--- src/rtl/syscall_string_reader_pkg.sv ---
// Shared types and constants for the syscall string reader.
package syscall_string_reader_pkg;

   localparam int BYTE_W = 8;
   localparam logic [BYTE_W-1:0] NUL = 8'h00;

   typedef enum logic [1:0] {
      IDLE  = 2'd0,
      FETCH = 2'd1,
      EMIT  = 2'd2,
      DONE  = 2'd3
   } state_t;

endpackage

--- src/rtl/syscall_string_reader_if.sv ---
// Request, data-memory and character-stream signals of the string reader.
interface syscall_string_reader_if #(
   parameter int CNT_W = 9
);
   import syscall_string_reader_pkg::*;

   logic              start;
   logic [31:0]       str_addr;
   logic              busy;
   logic              done;
   logic              truncated;
   logic [CNT_W-1:0]  char_count;
   logic              mem_read;
   logic [31:0]       mem_address;
   logic [31:0]       mem_read_data;
   logic              char_valid;
   logic [BYTE_W-1:0] char_data;
   logic              char_ready;

   // Requester / memory / consumer side.
   modport master (
      output start, str_addr, mem_read_data, char_ready,
      input  busy, done, truncated, char_count, mem_read, mem_address,
             char_valid, char_data
   );

   // Reader side.
   modport slave (
      input  start, str_addr, mem_read_data, char_ready,
      output busy, done, truncated, char_count, mem_read, mem_address,
             char_valid, char_data
   );

endinterface

--- src/rtl/syscall_string_reader_byte_lane_select.sv ---
// Little-endian byte lane picker for a 32-bit word.
module byte_lane_select
   import syscall_string_reader_pkg::*;
(
   input  logic [31:0]       word,
   input  logic [1:0]        lane,
   output logic [BYTE_W-1:0] lane_byte
);

   // Lane 0 is the least significant byte.
   always_comb begin
      unique case (lane)
         2'd0:    lane_byte = word[7:0];
         2'd1:    lane_byte = word[15:8];
         2'd2:    lane_byte = word[23:16];
         default: lane_byte = word[31:24];
      endcase
   end

endmodule

--- src/rtl/syscall_string_reader.sv ---
// Reads a NUL-terminated string from word-wide data memory and streams it
// out one character at a time over a valid/ready handshake.
// CNT_W must satisfy 2**CNT_W > MAX_LEN so the final count is representable.
module syscall_string_reader
   import syscall_string_reader_pkg::*;
#(
   parameter int MAX_LEN = 256,
   parameter int CNT_W   = 9
) (
   input logic                  clk,
   input logic                  reset,
   syscall_string_reader_if.slave bus
);

   state_t            state, state_nxt;
   logic [31:0]       ptr;
   logic [31:0]       word_reg;
   logic [CNT_W-1:0]  char_count;
   logic              truncated;
   logic [BYTE_W-1:0] cur_byte;
   logic [CNT_W-1:0]  count_inc;
   logic              is_nul;
   logic              transfer;
   logic              hit_max;

   byte_lane_select u_lane (
      .word      (word_reg),
      .lane      (ptr[1:0]),
      .lane_byte (cur_byte)
   );

   assign is_nul    = (cur_byte == NUL);
   assign transfer  = (state == EMIT) && !is_nul && bus.char_ready;
   assign count_inc = char_count + 1'b1;
   assign hit_max   = (count_inc == CNT_W'(MAX_LEN));

   // State register; reset drops any request in flight.
   always_ff @(posedge clk) begin
      // NOTE: registers use non-blocking assignment so every flop samples
      // pre-edge values regardless of process ordering.
      if (reset) state <= IDLE;
      else       state <= state_nxt;
   end

   // Next-state selection and Moore/handshake outputs.
   always_comb begin
      // NOTE: every output gets a default first so no path infers a latch.
      state_nxt       = state;
      bus.busy        = 1'b1;
      bus.done        = 1'b0;
      bus.mem_read    = 1'b0;
      bus.mem_address = 32'h0;
      bus.char_valid  = 1'b0;
      bus.char_data   = NUL;
      unique case (state)
         IDLE: begin
            bus.busy = 1'b0;
            if (bus.start) state_nxt = FETCH;
         end
         FETCH: begin
            bus.mem_read    = 1'b1;
            bus.mem_address = {ptr[31:2], 2'b00};
            state_nxt       = EMIT;
         end
         EMIT: begin
            if (is_nul) begin
               state_nxt = DONE;
            end else begin
               bus.char_valid = 1'b1;
               bus.char_data  = cur_byte;
               if (bus.char_ready) begin
                  if (hit_max)              state_nxt = DONE;
                  else if (ptr[1:0] == 2'd3) state_nxt = FETCH;
                  else                      state_nxt = EMIT;
               end
            end
         end
         default: begin
            bus.done  = 1'b1;
            state_nxt = IDLE;
         end
      endcase
   end

   // Pointer, fetched word, count and truncation flag.
   always_ff @(posedge clk) begin
      if (reset) begin
         ptr        <= 32'h0;
         word_reg   <= 32'h0;
         char_count <= '0;
         truncated  <= 1'b0;
      end else begin
         if (state == IDLE && bus.start) begin
            ptr        <= bus.str_addr;
            char_count <= '0;
            truncated  <= 1'b0;
         end
         if (state == FETCH) word_reg <= bus.mem_read_data;
         if (transfer) begin
            ptr        <= ptr + 32'd1;
            char_count <= count_inc;
            if (hit_max) truncated <= 1'b1;
         end
      end
   end

   assign bus.truncated  = truncated;
   assign bus.char_count = char_count;

endmodule

--- src/flat_wrapper.sv ---
// flat-port wrapper written by rule: the top's interface ports become plain ports
module syscall_string_reader_flat import syscall_string_reader_pkg::*;
#(
   parameter int MAX_LEN = 256,
   parameter int CNT_W   = 9
)
  (clk, reset, bus_start, bus_str_addr, bus_mem_read_data, bus_char_ready, bus_busy, bus_done, bus_truncated, bus_char_count, bus_mem_read, bus_mem_address, bus_char_valid, bus_char_data);
  syscall_string_reader_if #(.CNT_W(CNT_W)) bus_i ();
  input logic clk;
  input logic reset;
  input wire logic [$bits(bus_i.start)-1:0] bus_start;
  input wire logic [$bits(bus_i.str_addr)-1:0] bus_str_addr;
  input wire logic [$bits(bus_i.mem_read_data)-1:0] bus_mem_read_data;
  input wire logic [$bits(bus_i.char_ready)-1:0] bus_char_ready;
  output wire logic [$bits(bus_i.busy)-1:0] bus_busy;
  output wire logic [$bits(bus_i.done)-1:0] bus_done;
  output wire logic [$bits(bus_i.truncated)-1:0] bus_truncated;
  output wire logic [$bits(bus_i.char_count)-1:0] bus_char_count;
  output wire logic [$bits(bus_i.mem_read)-1:0] bus_mem_read;
  output wire logic [$bits(bus_i.mem_address)-1:0] bus_mem_address;
  output wire logic [$bits(bus_i.char_valid)-1:0] bus_char_valid;
  output wire logic [$bits(bus_i.char_data)-1:0] bus_char_data;
  assign bus_i.start = bus_start;
  assign bus_i.str_addr = bus_str_addr;
  assign bus_i.mem_read_data = bus_mem_read_data;
  assign bus_i.char_ready = bus_char_ready;
  assign bus_busy = bus_i.busy;
  assign bus_done = bus_i.done;
  assign bus_truncated = bus_i.truncated;
  assign bus_char_count = bus_i.char_count;
  assign bus_mem_read = bus_i.mem_read;
  assign bus_mem_address = bus_i.mem_address;
  assign bus_char_valid = bus_i.char_valid;
  assign bus_char_data = bus_i.char_data;
  syscall_string_reader #(.MAX_LEN(MAX_LEN), .CNT_W(CNT_W)) u_core (.clk(clk), .reset(reset), .bus(bus_i));
endmodule
--- config.mk ---
export PLATFORM = sky130hd
export DESIGN_NAME = syscall_string_reader_flat
export DESIGN_NICKNAME = d
export VERILOG_FILES = /design/src/rtl/syscall_string_reader_pkg.sv /design/src/rtl/syscall_string_reader_if.sv /design/src/rtl/syscall_string_reader_byte_lane_select.sv /design/src/rtl/syscall_string_reader.sv /design/src/flat_wrapper.sv
export SDC_FILE = /design/constraint.sdc
export NUM_CORES = 1
export LEC_CHECK = 0
export CAP_MARGIN = 30
export CORE_MARGIN = 2
export CORE_UTILIZATION = 48
export DETAILED_ROUTE_END_ITERATION = 8
export PLACE_DENSITY = 0.8
export SYNTH_ARGS = -nofsm -noshare
export SYNTH_HDL_FRONTEND = slang
export SYNTH_SLANG_ARGS = --single-unit
--- constraint.sdc ---
create_clock -name clk -period 3.8 [get_ports clk]
set_input_delay 0.76 -clock clk [delete_from_list [all_inputs] [get_ports clk]]
set_output_delay 0.76 -clock clk [all_outputs]
set_load 0.01 [all_outputs]
Word level (Yosys, flattened, before mapping) --
Cells that the tools add are included.
Operators by class: equal/unequal tests 8, reductions and logical operators 10, add/sub/neg operators 2, mux-type cells 22
Operators with widths (number):
- 32-bit 2-to-1 mux | 3
- 32-bit by 1-bit adder with 32-bit output, second input constant | 1
- 8-bit one-hot mux with 3 select lines | 1
- 9-bit 2-to-1 mux | 2
- 8-bit 2-to-1 mux | 2
- 2-bit 2-to-1 mux | 5
- 9-bit by 1-bit adder with 9-bit output, second input constant | 1
- 9-bit == test, second input constant | 1
- 8-bit zero test | 1
- 1-bit 2-to-1 mux | 8
- 2-bit == test, second input constant | 3
- 2-bit one-hot mux with 3 select lines | 1
- 2-bit by 1-bit == test with 1-bit output, second input constant | 2
- 2-bit zero test | 2
- 1-bit logical AND | 3
- 3-bit by 2-bit != test with 1-bit output, second input constant | 1
- 3-bit OR reduction | 1
- 2-bit != test, second input constant | 1
- 2-bit AND reduction | 1
- 2-bit nonzero test | 1
- 1-bit zero test | 1
Storage, ports and cells: output and inout bits 54, word-level logic and storage cells 47, bits in registers 76

Longest topological paths before layout --
Gate-level depths: netlist (run 1).
word-level depth 7, gate-level depth with buffers 11

By module --
A second synthesis (run 1) with hierarchy kept.
Unflattened totals: cells, all modules 520, area, all modules 4149.0 µm²
By module, submodules not included:
- syscall_string_reader | cells an instance 510, sequential area each 1521.5 µm², area an instance 3952.5 µm², times used 1
- byte_lane_select | cells an instance 10, sequential area each 0.0 µm², area an instance 196.4 µm², times used 1

Worst setup path after synthesis (run 1) --
No wires, ideal clock.
path kind register to output, start point register u_core.ptr[0], end point output bus_char_valid, setup slack 0.938 ns, stages on the path, launching flop included 9, data arrival time 2.102 ns, cells stage by stage dfxtp_1 > inv_1 > ha_1 > buf_6 > a222oi_1 > mux2i_1 > or4_4 > nor2_1 > nor2_1
On the way: word-level cells in the longest chain between the ends 5
Ends and longest elaborated chain:
- from (decl) | RTL line syscall_string_reader.sv:16 | logic [31:0] ptr;
- from (signal assigned) | RTL line syscall_string_reader.sv:94 | ptr <= bus.str_addr;
- from (signal assigned) | RTL line syscall_string_reader.sv:100 | ptr <= ptr + 32'd1;
- 2-bit == test (tied with other cells) | RTL line syscall_string_reader_byte_lane_select.sv:12 | unique case (lane)
- 8-bit one-hot mux with 3 select lines * | RTL line syscall_string_reader_byte_lane_select.sv:12
- 8-bit zero test * | RTL line syscall_string_reader.sv:32 | assign is_nul = (cur_byte == NUL);
- 1-bit 2-to-1 mux * | RTL line syscall_string_reader.sv:66 | if (is_nul) begin
- 1-bit 2-to-1 mux * | RTL line syscall_string_reader.sv:55 | unique case (state)
- to (decl) | RTL line flat_wrapper.sv:21 | output wire logic [$bits(bus_i.char_valid)-1:0] bus_char_valid;
Mark *: on every way between the ends. The rest lies on a longest branch, timed or not.

Worst setup path after layout (run 1) --
Ends and elaborated chain as after synthesis.

==> impl_metrics.csv, run 1 <==
group,metric,value,unit
layout,syn2layout_area_growth,31.6,%
route,via_count,4489,
clocking,cts_buffers,9,
critical_path,required,3040,ps
route,drt-initial-drc-count,236,
yosys,synth.most_common_cell,"nand2_1",
yosys,synth.distinct_cells,75,
floorplan,die-area,9750,um2
power,switchingPower,0.681,mW
status,outcome,"finished, final reports clean",
clocking,clockBufferDepth,2,
power,p_int,1.40,mW
yosys,synth_area_leaders,"dfxtp_1 35%, nand2_1 9.8%, a21oi_1 6.3%",
yosys,syn-instance-count,551,
critical_path,critPathCaptureType,"output pin",
yosys,yosys_register_bits,76,
global_routing,antenna_found_initial,0,
floorplan,die_y,98.7,um
place,globalplace.congestion,0.874,
place,pre_cts_ws,237,ps
power,clock_power_share,32.3,%
route,ant_nets,0,
clocking,clockRootBuffer,"clkbuf_8",
route,drt_pass1_iterations,8,
yosys,yosysTopAreaCell,"dfxtp_1",
global_routing,grt_usage,25.3,%
timing,setup_viol,0,
timing,skew,11.4,ps
critical_path,crit_type,"reg -> out",
timing,hold-worst-slack,461,ps
global_routing,grt_pass1_vias,4120,
yosys,ys_seq_area_share,35.3,%
critical_path,start_kind,"flop",
place,port-buffer-count,119,
route,wire_per_inst,16.3,um
global_routing,grt_pass1_wl,20100,um
power,combPwrFrac,23.1,%
timing,slew_headroom,28.4,%
power,swShare,32.8,%
layout,antenna_cells,0,
power,seq_power_share,44.6,%
yosys,syn-cell-area,4310,um2
worst_hold_path,min_path_type,"reg -> reg",
clocking,path_clk_slew,100,ps
timing,worst_slew_pin_slew,1070,ps
power,vdd_drop_max,0.000225,V
floorplan,ios,122,
clocking,cts_tree,"built",
layout,final_nets,722,
route,wl,12400,um
timing,fin_crit,3680,ps
global_routing,overflow,0,
job,max-cap-violations,0,
power,finalPower,2.08,mW
timing,max_freq,272,MHz
floorplan,start_util,49.4,%
timing,drv_slew,0,
clocking,numClockSinks,76,
timing,setup_slack,124,ps
yosys,yosys_warnings,0,
timing,hold_viol_final,0,
route,drc,0,
floorplan,coreArea,8720,um2
clocking,clk_latency,360,ps
critical_path,critPathMaxFanout,8,
global_routing,grt_max_degree,72,
yosys,ys.flop_type,"dfxtp_1",
floorplan,std_cell_rows,34,
floorplan,dieWidth,98.7,um
critical_path,arrival,2920,ps
clocking,htreeDepth,3,
timing,finalCritPeriodShare,96.7,%
layout,drive_gt1_share,9.48,%
place,hpwlAfterDp,8810,um
route,drt-vias-per-instance,5.89,
power,p_leak,1.95,nW
yosys,synthTopCellsByCount,"113 x nand2_1, 76 x dfxtp_1, 54 x a21oi_1",
yosys,synth-edff-count,0,
yosys,yosysTopAreaCellShare,35.3,%
yosys,synthArstFlopShare,0,%
yosys,avgSynthCellArea,7.82,um2
power,powerDensity,367,nW/um2
clocking,ctsHoldBuffers,0,
through the flow:
step	instance area, um2	TNS (ps)	utilization [%]	std cells
floorplan	4310	0	-	552
global placement	5430	0	62.2	745
detailed placement	5430	0	62.2	745
CTS	5650	0	64.7	761
global route	5670	-24.1	65.0	762
finish	5670	0	65.0	762
critical path: stages (launching register included):
cell and delay [ps]:
dfxtp_4 390, inv_1 80, ha_2 250, a222oi_1 350, mux2i_1 180, or4_4 590, nor2_4 150, nor2_1 80
clkdlybuf4s50_1 480
power groups by stage:
| stage | Clock, mW | Sequential, mW | Combinational, mW |
|---|---|---|---|
| floorplan | 0 | 0.920 | 0.312 |
| global placement | 0 | 0.939 | 0.455 |
| detailed placement | 0 | 0.942 | 0.467 |
| CTS | 0.675 | 0.924 | 0.472 |
| global route | 0.718 | 0.937 | 0.527 |
| finish | 0.671 | 0.927 | 0.481 |
routing by layer:
metal / vias up / GRT usage (%) / wire, um
li1: 2174 / - / -
met1: 2142 / 34.1 / 5460
met2: 166 / 42.1 / 6110
met3: 7 / 5.96 / 797
met4: 0 / 4.85 / 70
met5: - / 0 / 0
cell families after synthesis:
kind of cell	count (synthesis)	share of synthesized area, %
simple gates	256	30.3
compound gates	140	22.7
flops	76	35.3
buf+inv	64	8.05
mux	6	1.39
fa+ha+maj	5	1.45
xor+xnor	3	0.610
other cells	1	0.0871
worst paths after layout:
check | from | end | slack (ps) | cells after the start
max | u_core.ptr[0] | bus_char_valid | 120 | 8
min | u_core.word_reg[14] | u_core.word_reg[14] | 460 | 2
max reg2reg | u_core.ptr[0] | u_core.bus.char_count[5] | 700 | 9
min reg2reg | u_core.word_reg[14] | u_core.word_reg[14] | 460 | 2
final cells by class:
type / count / area (um2)
multi-input combinational: 412 / 2460
clock buffer: 9 / 124
clock inverter: 7 / 87.6
inverter: 22 / 82.6
timing repair buffer: 128 / 1250
fill: 748 / 3050
tap: 108 / 135
sequential: 76 / 1530
placed cells by master (no fill, tap or decap), types with 6 or more instances in the layout:
| master | count |
|---|---|
| a21oi_1 | 54 |
| clkdlybuf4s50_1 | 118 |
| a22oi_1 | 8 |
| nand4_1 | 10 |
| mux2i_1 | 6 |
| inv_1 | 20 |
| nor2_1 | 21 |
| buf_4 | 9 |
| o311ai_0 | 12 |
| nand2_1 | 113 |
| a31oi_1 | 18 |
| clkbuf_8 | 9 |
| or4_2 | 9 |
| and3_1 | 9 |
| dfxtp_1 | 74 |
| and2_1 | 35 |
| nand3_1 | 17 |
what timing repair did:
action	4_1_cts	5_1_grt
setup endpoints to repair	1	1
pin swaps	0	0
gates resized for setup	4	4
setup buffers	0	1
Note: power is estimated with default switching activity, not from simulation.
==> inputs of run 2 (changes only) <==
--- a/config.mk
+++ b/config.mk
@@ -10,6 +10,8 @@
 export CORE_UTILIZATION = 48
 export DETAILED_ROUTE_END_ITERATION = 8
 export PLACE_DENSITY = 0.8
+export SKIP_CTS_REPAIR_TIMING = 1
+export SKIP_LAST_GASP = 1
 export SYNTH_ARGS = -nofsm -noshare
 export SYNTH_HDL_FRONTEND = slang
 export SYNTH_SLANG_ARGS = --single-unit
==> constraint.sdc (replaced) <==
create_clock -name clk -period 3.5 [get_ports clk]
set_input_delay 0.7 -clock clk [delete_from_list [all_inputs] [get_ports clk]]
set_output_delay 0.7 -clock clk [all_outputs]
set_load 0.01 [all_outputs]
==> run 2 against run 1 <==
Global-route usage is 0.35 points higher. Critical path type unchanged. Largest power group unchanged. Setup slack better by 91 ps. Non-clock buffer count is 6 higher. Cell count is 0.79% higher. Via count is 0.20% higher. Highest routed layer unchanged.
==> impl_metrics.csv, run 2 (synthesis gave the netlist of run 1 again) <==
group,metric,value,unit
layout,drive_gt1_share,10.3,%
timing,fin_crit,3290,ps
clocking,clockBufferDepth,2,
critical_path,start_kind,"flop",
global_routing,grt_pass1_vias,4306,
timing,skew,13.4,ps
clocking,cts_buffers,9,
route,wire_per_inst,16.7,um
place,dpl_cell_area,5450,um2
critical_path,reg2regPathDepth,11,
layout,syn2layout_area_growth,32.5,%
global_routing,grt_usage,25.7,%
route,wl,12800,um
floorplan,coreArea,8720,um2
global_routing,grt_max_degree,72,
place,pre_cts_ws,-7.89,ps
route,drt_pass1_iterations,5,
power,finalPower,2.23,mW
route,ant_nets,0,
floorplan,die-area,9750,um2
timing,rsz0062_at_grt,"false",
layout,antenna_cells,0,
worst_hold_path,min_path_type,"reg -> reg",
route,drt-initial-drc-count,277,
floorplan,ios,122,
timing,slew_headroom,30.1,%
power,vdd_drop_max,0.000263,V
critical_path,arrival,2590,ps
clocking,htreeDepth,3,
critical_path,required,2800,ps
timing,setup_slack,215,ps
floorplan,die_y,98.7,um
floorplan,std_cell_rows,34,
timing,drv_slew,0,
timing,hold_viol_final,0,
global_routing,grt_pass1_wl,20700,um
critical_path,reg2reg_to,"u_core.bus.char_count[7]",
clocking,path_clk_slew,90,ps
place,port-buffer-count,119,
clocking,clk_latency,340,ps
critical_path,r2r-start,"u_core.ptr[0]",
worst_hold_path,hold_path_end,"u_core.word_reg[27]",
critical_path,crit_type,"reg -> out",
job,max-cap-violations,0,
clocking,clockRootBuffer,"clkbuf_8",
timing,setup_viol,0,
timing,worst_slew_pin_slew,1050,ps
layout,final_nets,728,
global_routing,antenna_found_initial,0,
critical_path,critPathMaxFanout,8,
power,powerDensity,390,nW/um2
global_routing,overflow,0,
layout,layout_commonest_cell,"clkdlybuf4s50_1",
place,post-place-cells,748,
floorplan,start_util,49.4,%
layout,n_fill_cell,758,
timing,max_freq,304,MHz
route,drc,0,
status,outcome,"finished, final reports clean",
critical_path,critPathCaptureType,"output pin",
layout,finish.utilization,65.4,%
route,drt-vias-per-instance,5.86,
layout,layout_common_cells,"117 x clkdlybuf4s50_1, 113 x nand2_1, 74 x dfxtp_1",
layout,finalNonFillerCells,768,
place,globalplace.congestion,0.888,
critical_path,reg2reg_slack,310,ps
worst_hold_path,whs_path_depth,2,
timing,finalCritPeriodShare,93.9,%
worst_hold_path,min_from,"u_core.word_reg[27]",
power,p_leak,1.98,nW
floorplan,dieWidth,98.7,um
clocking,numClockSinks,76,
layout,final_area,5710,um2
place,hpwlAfterDp,9190,um
clocking,cts_tree,"built",
route,via_count,4498,
run 2: changes by cell type in the layout (fill, tap and decap cells not counted), sizes merged:
cell           before  now
clkinv              2    3
inv                26   22
clkdlybuf4s50     118  117
clkinvlp            0    1
clkbuf              9   11
dlymetal6s2s        0    1
buf                10   16
run 2: layer usage:
metal	global-route usage [%]	wire length, um	part of all wire (%)
met2	43.6	6100	48
met5	0	0	0
met4	8.54	347	2.7
met1	33.3	5470	43
met3	4.40	876	6.8
run 2: layout make-up:
cell class / count / area (um2) / share of cell area [%]
multi-input combinational: 412 / 2460 / 43.1
tap: 108 / 135 / 2.37
clock inverter: 5 / 60.1 / 1.05
timing repair buffer: 134 / 1300 / 22.8
inverter: 22 / 82.6 / 1.45
clock buffer: 11 / 141 / 2.48
sequential: 76 / 1530 / 26.7
run 2: worst max-delay path: stages, from the launching register on:
cell	delay [ps]
dfxtp_4	390
inv_1	80
ha_2	250
a222oi_1	340
mux2i_1	180
or4_4	590
nor2_4	150
nor2_1	80
dlymetal6s2s_1	180
run 2: through the flow:
step	TNS, ps	hold slack (ps)
6_report	0	465
3_5_place_dp	-7.89	457
3_3_place_gp	0	446
2_1_floorplan	0	434
5_1_grt	0	486
4_1_cts	-391	469
run 2: worst max path at each step:
| stage | cells past startpoint | startpoint | slack (ps) | to |
|---|---|---|---|---|
| 2_1_floorplan | 8 | u_core.ptr[0] | 700 | bus_char_valid |
| 3_5_place_dp | 8 | u_core.ptr[0] | -8 | bus_char_valid |
| 4_1_cts | 8 | u_core.ptr[0] | -390 | bus_char_valid |
| 3_3_place_gp | 8 | u_core.ptr[0] | 130 | bus_char_valid |
| 6_report | 8 | u_core.ptr[0] | 210 | bus_char_valid |
| 5_1_grt | 8 | u_core.ptr[0] | 140 | bus_char_valid |
run 2: where the power goes:
part	switching, mW	internal [mW]
Clock	0.329	0.352
Combinational	0.294	0.244
Sequential	0.0705	0.937
Total	0.694	1.53
